## src/rtl/uart_tx_arbiter.sv

```systemverilog
// Round-robin scheduler sharing one UART transmitter between NUM_REQ byte producers.
//
// Each producer offers a byte plus its own parity setting on a level valid / one-cycle ack
// handshake. The winner is latched into the TX_* registers and issued to the transmitter with
// a single DATA_VALID pulse. The arbiter then follows BUSY until the frame ends before it
// grants again.
//
// Ports:
//   CLK, RST        clock and synchronous active-high reset
//   REQ_VALID       per-requester request level, held until REQ_ACK
//   REQ_DATA        flattened request bytes, requester i at [i*WIDTH +: WIDTH]
//   REQ_PAR_EN      per-requester parity enable
//   REQ_PAR_TYP     per-requester parity type (0 even, 1 odd)
//   REQ_ACK         one-hot, one-cycle acceptance pulse
//   TX_P_DATA       byte to the transmitter
//   TX_DATA_VALID   one-cycle start strobe to the transmitter
//   TX_PAR_EN       parity enable to the transmitter
//   TX_PAR_TYP      parity type to the transmitter
//   TX_BUSY         frame-in-progress flag from the transmitter
//   GRANT_ID        index of the requester owning the transmitter
//   ARB_BUSY        high from grant until the frame completes
//   TIMEOUT_ERR     one-cycle pulse when the transmitter never raised BUSY
module uart_tx_arbiter #(
   parameter int unsigned WIDTH        = 8,
   parameter int unsigned NUM_REQ      = 4,
   parameter int unsigned ID_W         = 2,
   parameter int unsigned BUSY_TIMEOUT = 4
) (
   input  logic                     CLK,
   input  logic                     RST,
   input  logic [NUM_REQ-1:0]       REQ_VALID,
   input  logic [NUM_REQ*WIDTH-1:0] REQ_DATA,
   input  logic [NUM_REQ-1:0]       REQ_PAR_EN,
   input  logic [NUM_REQ-1:0]       REQ_PAR_TYP,
   output logic [NUM_REQ-1:0]       REQ_ACK,
   output logic [WIDTH-1:0]         TX_P_DATA,
   output logic                     TX_DATA_VALID,
   output logic                     TX_PAR_EN,
   output logic                     TX_PAR_TYP,
   input  logic                     TX_BUSY,
   output logic [ID_W-1:0]          GRANT_ID,
   output logic                     ARB_BUSY,
   output logic                     TIMEOUT_ERR
);

   localparam int unsigned CNT_W = $clog2(BUSY_TIMEOUT + 1);

   typedef enum logic [1:0] {
      StIdle,
      StIssue,
      StWaitBusy,
      StWaitDone
   } state_e;

   state_e             state_q, state_d;
   logic [ID_W-1:0]    rr_q, rr_d;
   logic [ID_W-1:0]    grant_q, grant_d;
   logic [WIDTH-1:0]   data_q, data_d;
   logic               par_en_q, par_en_d;
   logic               par_typ_q, par_typ_d;
   logic [NUM_REQ-1:0] ack_q, ack_d;
   logic               valid_q, valid_d;
   logic               arb_busy_q, arb_busy_d;
   logic               timeout_q, timeout_d;
   logic [CNT_W-1:0]   cnt_q, cnt_d;

   logic [WIDTH-1:0]   req_bytes [NUM_REQ];
   logic               found;
   logic [ID_W-1:0]    sel;
   logic [ID_W-1:0]    cand;

   for (genvar g = 0; g < NUM_REQ; g++) begin : g_unpack
      assign req_bytes[g] = REQ_DATA[g*WIDTH +: WIDTH];
   end

   // First requesting index at or above the rr pointer, wrapping around.
   always_comb begin
      found = 1'b0;
      sel   = '0;
      cand  = '0;
      for (int unsigned k = 0; k < NUM_REQ; k++) begin
         cand = ID_W'((32'(rr_q) + k) % NUM_REQ);
         if (!found && REQ_VALID[cand]) begin
            found = 1'b1;
            sel   = cand;
         end
      end
   end

   // REQ_ACK and the TX_* fields are registered at the grant edge, so the ack is visible while
   // in StIssue and the DATA_VALID strobe follows one cycle later, on leaving StIssue.
   always_comb begin
      state_d    = state_q;
      rr_d       = rr_q;
      grant_d    = grant_q;
      data_d     = data_q;
      par_en_d   = par_en_q;
      par_typ_d  = par_typ_q;
      ack_d      = '0;
      valid_d    = 1'b0;
      arb_busy_d = arb_busy_q;
      timeout_d  = 1'b0;
      cnt_d      = cnt_q;

      unique case (state_q)
         StIdle: begin
            if (found && !TX_BUSY) begin
               grant_d    = sel;
               data_d     = req_bytes[sel];
               par_en_d   = REQ_PAR_EN[sel];
               par_typ_d  = REQ_PAR_TYP[sel];
               ack_d      = NUM_REQ'(1) << sel;
               arb_busy_d = 1'b1;
               rr_d       = (sel == ID_W'(NUM_REQ - 1)) ? '0 : sel + 1'b1;
               state_d    = StIssue;
            end
         end
         StIssue: begin
            valid_d = 1'b1;
            cnt_d   = '0;
            state_d = StWaitBusy;
         end
         StWaitBusy: begin
            if (TX_BUSY) begin
               state_d = StWaitDone;
            end else begin
               cnt_d = cnt_q + 1'b1;
               // Byte is dropped on timeout; no re-ack, the requester must ask again.
               if (cnt_d == CNT_W'(BUSY_TIMEOUT)) begin
                  timeout_d  = 1'b1;
                  arb_busy_d = 1'b0;
                  state_d    = StIdle;
               end
            end
         end
         StWaitDone: begin
            if (!TX_BUSY) begin
               arb_busy_d = 1'b0;
               state_d    = StIdle;
            end
         end
         default: state_d = StIdle;
      endcase
   end

   always_ff @(posedge CLK) begin
      if (RST) begin
         state_q    <= StIdle;
         rr_q       <= '0;
         grant_q    <= '0;
         data_q     <= '0;
         par_en_q   <= 1'b0;
         par_typ_q  <= 1'b0;
         ack_q      <= '0;
         valid_q    <= 1'b0;
         arb_busy_q <= 1'b0;
         timeout_q  <= 1'b0;
         cnt_q      <= '0;
      end else begin
         state_q    <= state_d;
         rr_q       <= rr_d;
         grant_q    <= grant_d;
         data_q     <= data_d;
         par_en_q   <= par_en_d;
         par_typ_q  <= par_typ_d;
         ack_q      <= ack_d;
         valid_q    <= valid_d;
         arb_busy_q <= arb_busy_d;
         timeout_q  <= timeout_d;
         cnt_q      <= cnt_d;
      end
   end

   assign REQ_ACK       = ack_q;
   assign TX_P_DATA     = data_q;
   assign TX_DATA_VALID = valid_q;
   assign TX_PAR_EN     = par_en_q;
   assign TX_PAR_TYP    = par_typ_q;
   assign GRANT_ID      = grant_q;
   assign ARB_BUSY      = arb_busy_q;
   assign TIMEOUT_ERR   = timeout_q;

endmodule

```

## config.mk

```make
export PLATFORM = sky130hd
export DESIGN_NAME = uart_tx_arbiter
export DESIGN_NICKNAME = d
export VERILOG_FILES = /design/src/rtl/uart_tx_arbiter.sv
export SDC_FILE = /design/constraint.sdc
export NUM_CORES = 1
export LEC_CHECK = 0
export ABC_AREA = 1
export CORE_MARGIN = 8
export CORE_UTILIZATION = 35
export CTS_BUF_LIST = sky130_fd_sc_hd__clkbuf_8
export CTS_CLUSTER_DIAMETER = 100
export DETAILED_ROUTE_END_ITERATION = 10
export GPL_ROUTABILITY_DRIVEN = 0
export GPL_TIMING_DRIVEN = 0
export PLACE_DENSITY = 0.71
export SLEW_MARGIN = 20
export SYNTH_ARGS = -nofsm -noshare
export SYNTH_HDL_FRONTEND = slang
export SYNTH_SLANG_ARGS = --single-unit
```

## constraint.sdc

```tcl
create_clock -name CLK -period 2.2 [get_ports CLK]
set_clock_uncertainty 0.15 [all_clocks]
set_input_delay 0.33 -clock CLK [delete_from_list [all_inputs] [get_ports CLK]]
set_output_delay 0.33 -clock CLK [all_outputs]
set_load 0.01 [all_outputs]
```

==> flow_metrics.tcl, run 1 <==
set metrics [dict create \
    status "finished clean" \
    synth_nets 329 \
    p_switching_uw 1520 \
    cts_buffers 3 \
    p_sw_share_pct 47.8 \
    die_w_um 87.4 \
    ir_drop_mv 0.469 \
    cts_resized 0 \
    cts_max_level 1 \
    cts-root-buf "clkbuf_8" \
    synth_area_sq_um 1780 \
    post_cts_buffers 0 \
    comb_power_share_pct 66.7 \
    drtIter0Drc 71 \
    track_usage_pct 13.1 \
    path_class "in2reg" \
    maxSlewHeadroom_pct 74.3 \
    fin_nets 399 \
    finalNonFillerCells 419 \
    syn_inst 280 \
    grt_pass1_wl_mm 8.15 \
    layout_common_cells "nand2_1, clkdlybuf4s50_1, inv_1" \
    io_buffer_count 65 \
    post-route-util_pct 51.8 \
    drc 0 \
    r2r_end "TX_P_DATA[6]" \
    end_kind "flip-flop" \
    first_global_vias 1858 \
    cts_buffer_depth 2 \
    cp-start-kind "input pin" \
    ys_seq_elements 26 \
    wl_per_cell_um 11.9 \
    vias 1961 \
    cts_hold_buf 0 \
    met3_length_um 513 \
    required_ns 2.23 \
    yosysTopAreaCell "dfxtp_1" \
    drive_gt1_share_pct 12.9 \
    fin_crit_sh_pct 91.5 \
    reg2regPathDepth 15 \
    die_h_um 87.4 \
    dp_cells 415 \
    holdWs_ns 0.306 \
    power_leakage_uw 0.00127 \
    maxSlewViolCount 0 \
    cts.sinks 26 \
    rsz0062_at_grt "no" \
    core_sq_um 5010 \
    hp-class "reg2reg" \
    final_common_cell "nand2_1" \
    synth_cell_type_count 26 \
    insertion_delay_ns 0.27 \
    hold-path-cell-count 2 \
    yosys_warnings 0 \
    met1_length_mm 2.19 \
    setup_viol 0 \
    grt_overflow 0 \
    synth.top_cell.area_share_pct 29.2 \
    max-cap-violations 0 \
    hold_end "TX_P_DATA[0]" \
    ys_top_cells_by_area "dfxtp_1, nand2_1, nand3_1" \
    dieArea_sq_um 7640 \
    reg2reg_from "rr_q[1]" \
    hold_start "TX_P_DATA[0]" \
    hold_viol 0 \
    fmax_ghz 0.497 \
    path_clk_slew_ns 0.10 \
    powerDensity_nw_per_um2 1220 \
    syn_area_per_cell_sq_um 6.37 \
    start_util_pct 35.6 \
    fillerInstances 530 \
    met2_length_mm 2.25 \
    wirelength_mm 4.98 \
    cts_tree "built" \
    antenna_found_initial 0 \
    min_period_ns 2.01 \
    pin_count 66 \
    num_antenna_cells 0 \
    grt_start_max_net_pins 16 \
    p_int_uw 1660 \
    rows 26 \
    highest_layer "met4" \
    worstPathArrival_ns 2.04 \
    route.antenna.remaining_nets 0 \
    p_seq_share_pct 20.7 \
    syn_to_final_growth_pct 45.4 \
    clockPowerShare_pct 12.6 \
    dp_hpwl_mm 3.98 \
    r2r_slack_ns 0.21 \
    worstPathMaxFanout 10 \
    worstMarginPinSlew_ns 0.384 \
    synth-seq-area-share_pct 29.2 \
    dr.pass1.iters 4 \
    total_power_uw 3170 \
    fin_tns_setup_ns 0 \
    vias_per_cell 4.68 \
]
==> worst max path at each step <==
| stage | start | depth (start not counted) | end |
|---|---|---|---|
| finish | REQ_VALID[3] | 15 | TX_P_DATA[6] |
| global route | REQ_VALID[3] | 15 | TX_P_DATA[6] |
| CTS | REQ_VALID[3] | 15 | TX_P_DATA[6] |
| detailed placement | REQ_VALID[3] | 15 | TX_P_DATA[6] |
| global placement | REQ_VALID[3] | 15 | TX_P_DATA[6] |
| floorplan | rr_q[0] | 14 | TX_PAR_EN |
==> synth_stat cells <==
cell / count
a21oi_1: 5
buf_2: 8
buf_4: 3
buf_6: 2
clkinv_2: 1
dfxtp_1: 26
ha_1: 2
inv_1: 38
inv_2: 4
inv_6: 1
nand2_1: 92
nand2_2: 9
nand2_4: 4
nand3_1: 37
nand3_2: 3
nand3_4: 1
nand4_1: 21
nor2_1: 7
nor2_2: 1
nor2_4: 2
nor2_8: 1
nor3_1: 3
nor3_2: 1
o211ai_1: 1
o21ai_0: 6
xnor2_1: 1
==> cells by family (layout without fill, tap and decap cells) <==
kind of cell	count (synthesis)	after routing	synth area share, %
buf+inv	57	126	14.4
xor+xnor	1	1	0.491
fa+ha+maj	2	2	1.40
compound gates	12	12	3.51
flops	26	26	29.2
simple gates	182	182	51.1
==> per-layer routing <==
metal	global-route usage, %	up-vias
met1	15.8	866
met3	6.32	4
li1	-	1029
met2	20.7	62
met4	2.03	0
met5	0	-
==> critical path, stage by stage <==
cell	delay [ns]
clkdlybuf4s50_1	0.47
inv_1	0.05
nand2_1	0.07
nand3_1	0.11
nand2_2	0.15
inv_1	0.08
nand2_1	0.08
nand2_2	0.08
nand3_2	0.12
buf_4	0.18
nand2_1	0.07
nand3_1	0.08
nand2_1	0.06
nand2_1	0.05
nand2_1	0.04
==> flip-flops by register name, summed over array words and instances (netlist names) <==
| name | count |
|---|---|
| state_q | 2 |
| cnt_q | 3 |
| TX_PAR_EN | 1 |
| TX_P_DATA | 8 |
| ARB_BUSY | 1 |
| rr_q | 2 |
| TIMEOUT_ERR | 1 |
| GRANT_ID | 2 |
| REQ_ACK | 4 |
| TX_DATA_VALID | 1 |
| TX_PAR_TYP | 1 |
==> power groups by stage <==
stage	logic (uW)	clock network (uW)	registers [uW]
finish	2120	401	657
floorplan	1500	0	696
global route	2390	432	671
CTS	2120	410	657
detailed placement	2110	0	665
global placement	2080	0	663
==> cell type report <==
type | instances | area [sq um] | share of cell area, %
Multi-Input combinational cell | 197 | 1010 | 38.8
Timing Repair Buffer | 65 | 651 | 25.1
Sequential cell | 26 | 520 | 20.1
Inverter | 44 | 171 | 6.61
Tap cell | 70 | 87.6 | 3.38
Buffer | 13 | 85.1 | 3.28
Clock buffer | 3 | 41.3 | 1.59
Clock inverter | 1 | 30.0 | 1.16
==> stage by stage <==
step                area, sq um  setup slack (ns)
floorplan                  1780             0.454
global placement           2520           -0.0743
detailed placement         2520           -0.0994
CTS                        2590             0.189
global route               2590            0.0170
finish                     2590             0.187
No activity file was read; power rests on OpenSTA's default activity.
==> run 2: changes to the inputs <==
--- a/config.mk
+++ b/config.mk
@@ -7,13 +7,12 @@
 export LEC_CHECK = 0
 export ABC_AREA = 1
 export CORE_MARGIN = 8
-export CORE_UTILIZATION = 35
-export CTS_BUF_LIST = sky130_fd_sc_hd__clkbuf_8
+export CORE_UTILIZATION = 45
 export CTS_CLUSTER_DIAMETER = 100
 export DETAILED_ROUTE_END_ITERATION = 10
 export GPL_ROUTABILITY_DRIVEN = 0
 export GPL_TIMING_DRIVEN = 0
-export PLACE_DENSITY = 0.71
+export PLACE_DENSITY = 0.86
 export SLEW_MARGIN = 20
 export SYNTH_ARGS = -nofsm -noshare
 export SYNTH_HDL_FRONTEND = slang
==> flow_metrics.tcl, run 2 (synthesis gave the netlist of run 1 again) <==
set metrics [dict create \
    dieArea_sq_um 6240 \
    met2_length_mm 2.48 \
    pin_count 66 \
    layout_common_cells "nand2_1, clkdlybuf4s50_1, inv_1" \
    comb_power_share_pct 67.0 \
    track_usage_pct 16.7 \
    setup_viol 0 \
    num_antenna_cells 0 \
    grt_start_max_net_pins 16 \
    worstPathMaxFanout 10 \
    vias_per_cell 5.02 \
    cts_max_level 1 \
    finalNonFillerCells 399 \
    start_util_pct 45.6 \
    fin_area_sq_um 2570 \
    die_h_um 79.0 \
    place_area_sq_um 2500 \
    p_sw_share_pct 48.1 \
    reg2reg_from "rr_q[1]" \
    insertion_delay_ns 0.28 \
    power_leakage_uw 0.00128 \
    cts.sinks 26 \
    final_common_cell "nand2_1" \
    path_class "in2reg" \
    wl_per_cell_um 12.9 \
    clockPowerShare_pct 12.7 \
    met3_length_um 417 \
    io_buffer_count 65 \
    cp-start-kind "input pin" \
    drive_gt1_share_pct 12.9 \
    hp-class "reg2reg" \
    wirelength_mm 5.13 \
    p_int_uw 1670 \
    startpoint "REQ_VALID[1]" \
    rows 23 \
    fin_nets 399 \
    worstMarginPinSlew_ns 0.407 \
    rsz0062_at_grt "no" \
    grt_pass1_wl_mm 8.75 \
    dp_hpwl_mm 3.96 \
    fin_crit_sh_pct 91.8 \
    p_switching_uw 1550 \
    hold_viol 0 \
    dr.pass1.iters 4 \
    cts_buffer_depth 2 \
    max-cap-violations 0 \
    first_global_vias 2006 \
    grt_overflow 0 \
    vias 2004 \
    required_ns 2.28 \
    path_clk_slew_ns 0.10 \
    worstPathArrival_ns 2.09 \
    cts_buffers 3 \
    end_kind "flip-flop" \
    post_cts_buffers 0 \
    cts_tree "built" \
    antenna_found_initial 0 \
    syn_to_final_growth_pct 44.2 \
    cts_hold_buf 0 \
    highest_layer "met4" \
    drc 0 \
    hold_start "TX_P_DATA[2]" \
    post-route-util_pct 65.7 \
    status "finished clean" \
    maxSlewViolCount 0 \
    fmax_ghz 0.495 \
    fin_tns_setup_ns 0 \
    dp_cells 395 \
    largest_register_ffs 8 \
    met1_length_mm 2.12 \
    core_sq_um 3910 \
    maxSlewHeadroom_pct 72.8 \
    die_w_um 79.0 \
    cts-root-buf "clkbuf_8" \
    drtIter0Drc 82 \
    ir_drop_mv 0.736 \
    p_seq_share_pct 20.3 \
    powerDensity_nw_per_um2 1250 \
    min_period_ns 2.02 \
    route.antenna.remaining_nets 0 \
]
## run 2: changes by cell type in the layout (fill, tap and decap cells not counted)
cell   delta
buf_4     -1
buf_6     +1
## run 2: layout make-up
class / count / area [sq um]
flip-flops and latches: 26 / 520
fillers: 351 / 1340
well taps: 50 / 62.6
plain buffers: 13 / 88.8
clock buffers: 3 / 41.3
multi-input cells: 197 / 1010
inverters: 44 / 171
clock inverters: 1 / 30.0
repair buffers: 65 / 651
## run 2: critical path: stages
cell and delay (ns):
clkdlybuf4s50_1 0.49, inv_1 0.06, nand2_1 0.09, nand3_1 0.08, nand2_1 0.09, inv_1 0.09, nand3_4 0.11, nand2_2 0.06
inv_2 0.06, nand2_4 0.06, nor2_4 0.12, buf_2 0.26, nand3_1 0.11, nand2_1 0.06
## run 2: repair_timing
item / 4_1_cts / 5_1_grt
hold endpoints to repair: 0 / 0
setup endpoints to repair: 0 / 2
gates resized for setup: 0 / 1
## run 2: power groups by stage
| stage | clock network [uW] | registers (uW) | logic [uW] |
|---|---|---|---|
| floorplan | 0 | 696 | 1500 |
| detailed placement | 0 | 664 | 2110 |
| global placement | 0 | 662 | 2060 |
| CTS | 410 | 656 | 2130 |
| global route | 430 | 671 | 2410 |
| finish | 407 | 654 | 2160 |
## run 2: through the flow
| step | power, uW | setup WS, ns | hold WS [ns] |
|---|---|---|---|
| detailed placement | 2780 | -0.0926 | 0.292 |
| global placement | 2720 | -0.0595 | 0.286 |
| global route | 3510 | 0.00558 | 0.327 |
| CTS | 3190 | 0.193 | 0.309 |
| finish | 3220 | 0.181 | 0.309 |
| floorplan | 2200 | 0.454 | 0.249 |
## run 2: final timing paths
| path | slack (ns) | cells past startpoint | endpoint |
|---|---|---|---|
| min | 0.31 | 2 | TX_P_DATA[2] |
| max | 0.18 | 14 | TX_P_DATA[7] |
| max reg2reg | 0.20 | 13 | TX_P_DATA[7] |
| min reg2reg | 0.31 | 2 | TX_P_DATA[2] |
## run 2: metal layers
layer | vias up | track usage (%)
met2 | 73 | 27.9
met3 | 13 | 6.43
li1 | 1032 | -
met4 | 0 | 5.56
met1 | 886 | 19.1
met5 | - | 0
==> run 3: changes to the inputs <==
--- a/config.mk
+++ b/config.mk
@@ -13,6 +13,7 @@
 export GPL_ROUTABILITY_DRIVEN = 0
 export GPL_TIMING_DRIVEN = 0
 export PLACE_DENSITY = 0.86
+export SETUP_SLACK_MARGIN = 0.02
 export SLEW_MARGIN = 20
 export SYNTH_ARGS = -nofsm -noshare
 export SYNTH_HDL_FRONTEND = slang
==> flow_metrics.tcl, run 3 (synthesis gave the netlist of run 1 again) <==
set metrics [dict create \
    required_ns 2.28 \
    cts-root-buf "clkbuf_8" \
    hold_start "TX_P_DATA[2]" \
    cpLargestDelayFamily "buffers and inverters" \
    dr.pass1.iters 4 \
    fin_nets 399 \
    hold_end "TX_P_DATA[2]" \
    cts_hold_buf 0 \
    antenna_found_initial 0 \
    fin_crit_sh_pct 91.6 \
    grt_start_max_net_pins 16 \
    setup_viol 0 \
    num_antenna_cells 0 \
    fin_ws_ns 0.185 \
    worstPathArrival_ns 2.09 \
    wl_per_cell_um 12.8 \
    insertion_delay_ns 0.28 \
    cts.sinks 26 \
    p_int_uw 1680 \
    cts_max_level 1 \
    largest_register_ffs 8 \
    syn_to_final_growth_pct 44.3 \
    hold_viol 0 \
    vias 2004 \
    path_clk_slew_ns 0.10 \
    drc 0 \
    fmax_ghz 0.496 \
    clockPowerShare_pct 12.7 \
    ir_drop_mv 0.741 \
    power_leakage_uw 0.00128 \
    grt_overflow 0 \
    end_kind "flip-flop" \
    status "finished clean" \
    hold-path-cell-count 2 \
    powerDensity_nw_per_um2 1250 \
    cp.depth 14 \
    crit_path_top_delay_cell "clkdlybuf4s50_1" \
    dieArea_sq_um 6240 \
    first_global_vias 2006 \
    r2r_slack_ns 0.21 \
    pre_cts_slack_ns -0.0926 \
    worstMarginPinSlew_ns 0.406 \
    layout_common_cells "nand2_1, clkdlybuf4s50_1, inv_1" \
    fillerInstances 351 \
    die_h_um 79.0 \
    max-cap-violations 0 \
    cts_buffers 3 \
    pin_count 66 \
    drtIter0Drc 73 \
    dp_hpwl_mm 3.96 \
    drive_gt1_share_pct 12.9 \
    worstPathMaxFanout 10 \
    core_sq_um 3910 \
    cp.buffers_inverters 5 \
    p_seq_share_pct 20.3 \
    die_w_um 79.0 \
    grt_pass1_wl_mm 8.75 \
    path_class "in2reg" \
    p_switching_uw 1540 \
    reg2reg_from "rr_q[1]" \
    fin_tns_setup_ns 0 \
    r2r_end "TX_P_DATA[7]" \
    cts_buffer_depth 2 \
    path_cells "clkdlybuf4s50_1 > inv_1 > nand2_1 > nand3_1 > nand2_1 > inv_1 > nand3_4 > nand2_2 > inv_2 > nand2_4 > nor2_4 > buf_2 > nand3_1 > nand2_1" \
    comb_power_share_pct 67.0 \
    start_util_pct 45.6 \
    track_usage_pct 16.7 \
    p_sw_share_pct 47.9 \
    rows 23 \
    post_cts_buffers 0 \
    wirelength_mm 5.11 \
    rsz0062_at_grt "yes" \
    maxSlewViolCount 0 \
    hp-class "reg2reg" \
    min_period_ns 2.02 \
    route.antenna.remaining_nets 0 \
    reg2regPathDepth 13 \
    io_buffer_count 65 \
    final_common_cell "nand2_1" \
    maxSlewHeadroom_pct 72.8 \
    cp_slowest_stage_delay_ns 0.49 \
    vias_per_cell 5.02 \
    cp-start-kind "input pin" \
    path_common_cell "nand2_1" \
    cts_tree "built" \
]
==> run 3: cell count changes in the layout (fill, tap and decap cells not counted), sizes merged <==
cell	delta
buf	-1
clkbuf	+1
==> run 3: routing by layer <==
metal  wire [um]  global-route usage (%)
met3         406                    6.43
met2        2510                    27.9
met5           0                       0
met1        2100                    19.1
met4          87                    5.56
==> run 3: worst register-to-register path: stages, from the launching register on <==
cell	delay [ns]
dfxtp_1	0.48
inv_2	0.10
nand2_2	0.09
nand2_4	0.07
nor2_1	0.14
nor2_2	0.07
nand3_4	0.11
nand2_2	0.06
inv_2	0.06
nand2_4	0.06
nor2_4	0.12
buf_2	0.26
nand3_1	0.11
nand2_1	0.06
==> run 3: metrics by stage <==
stage / cell area (sq um) / std cells / total power [uW] / utilization [%] / hold slack, ns
after floorplan: 1780 / 280 / 2200 / - / 0.249
after global placement: 2500 / 395 / 2720 / 63.8 / 0.286
after detailed placement: 2500 / 395 / 2780 / 63.8 / 0.292
after CTS: 2570 / 399 / 3190 / 65.6 / 0.309
after global routing: 2570 / 399 / 3510 / 65.8 / 0.327
final: 2570 / 399 / 3220 / 65.8 / 0.309
==> run 3: final cells by class <==
class	instances	area (sq um)	area share, %
Buffer	13	91.3	3.55
Clock buffer	3	41.3	1.60
Clock inverter	1	30.0	1.17
Inverter	44	171	6.66
Multi-Input combinational cell	197	1010	39.1
Sequential cell	26	520	20.2
Tap cell	50	62.6	2.43
Timing Repair Buffer	65	651	25.3
==> run 3: worst max path at each step <==
stage / startpoint / endpoint
floorplan: rr_q[0] / TX_PAR_EN
global placement: REQ_VALID[3] / TX_PAR_EN
detailed placement: REQ_VALID[2] / TX_PAR_EN
CTS: REQ_VALID[2] / TX_PAR_EN
global route: REQ_VALID[3] / TX_P_DATA[7]
finish: REQ_VALID[1] / TX_P_DATA[7]
==> run 3: timing repair <==
item                                   in CTS  in global routing
endpoints found under the hold margin       0                  0
gates resized for setup                     0                  2
setup endpoints to repair                   0                  4
==> run 3: power by group through the flow <==
stage	clock (uW)	sequential (uW)	combinational (uW)
2_1_floorplan	0	696	1500
3_3_place_gp	0	662	2060
3_5_place_dp	0	664	2110
4_1_cts	410	656	2130
5_1_grt	430	671	2410
6_report	409	654	2160
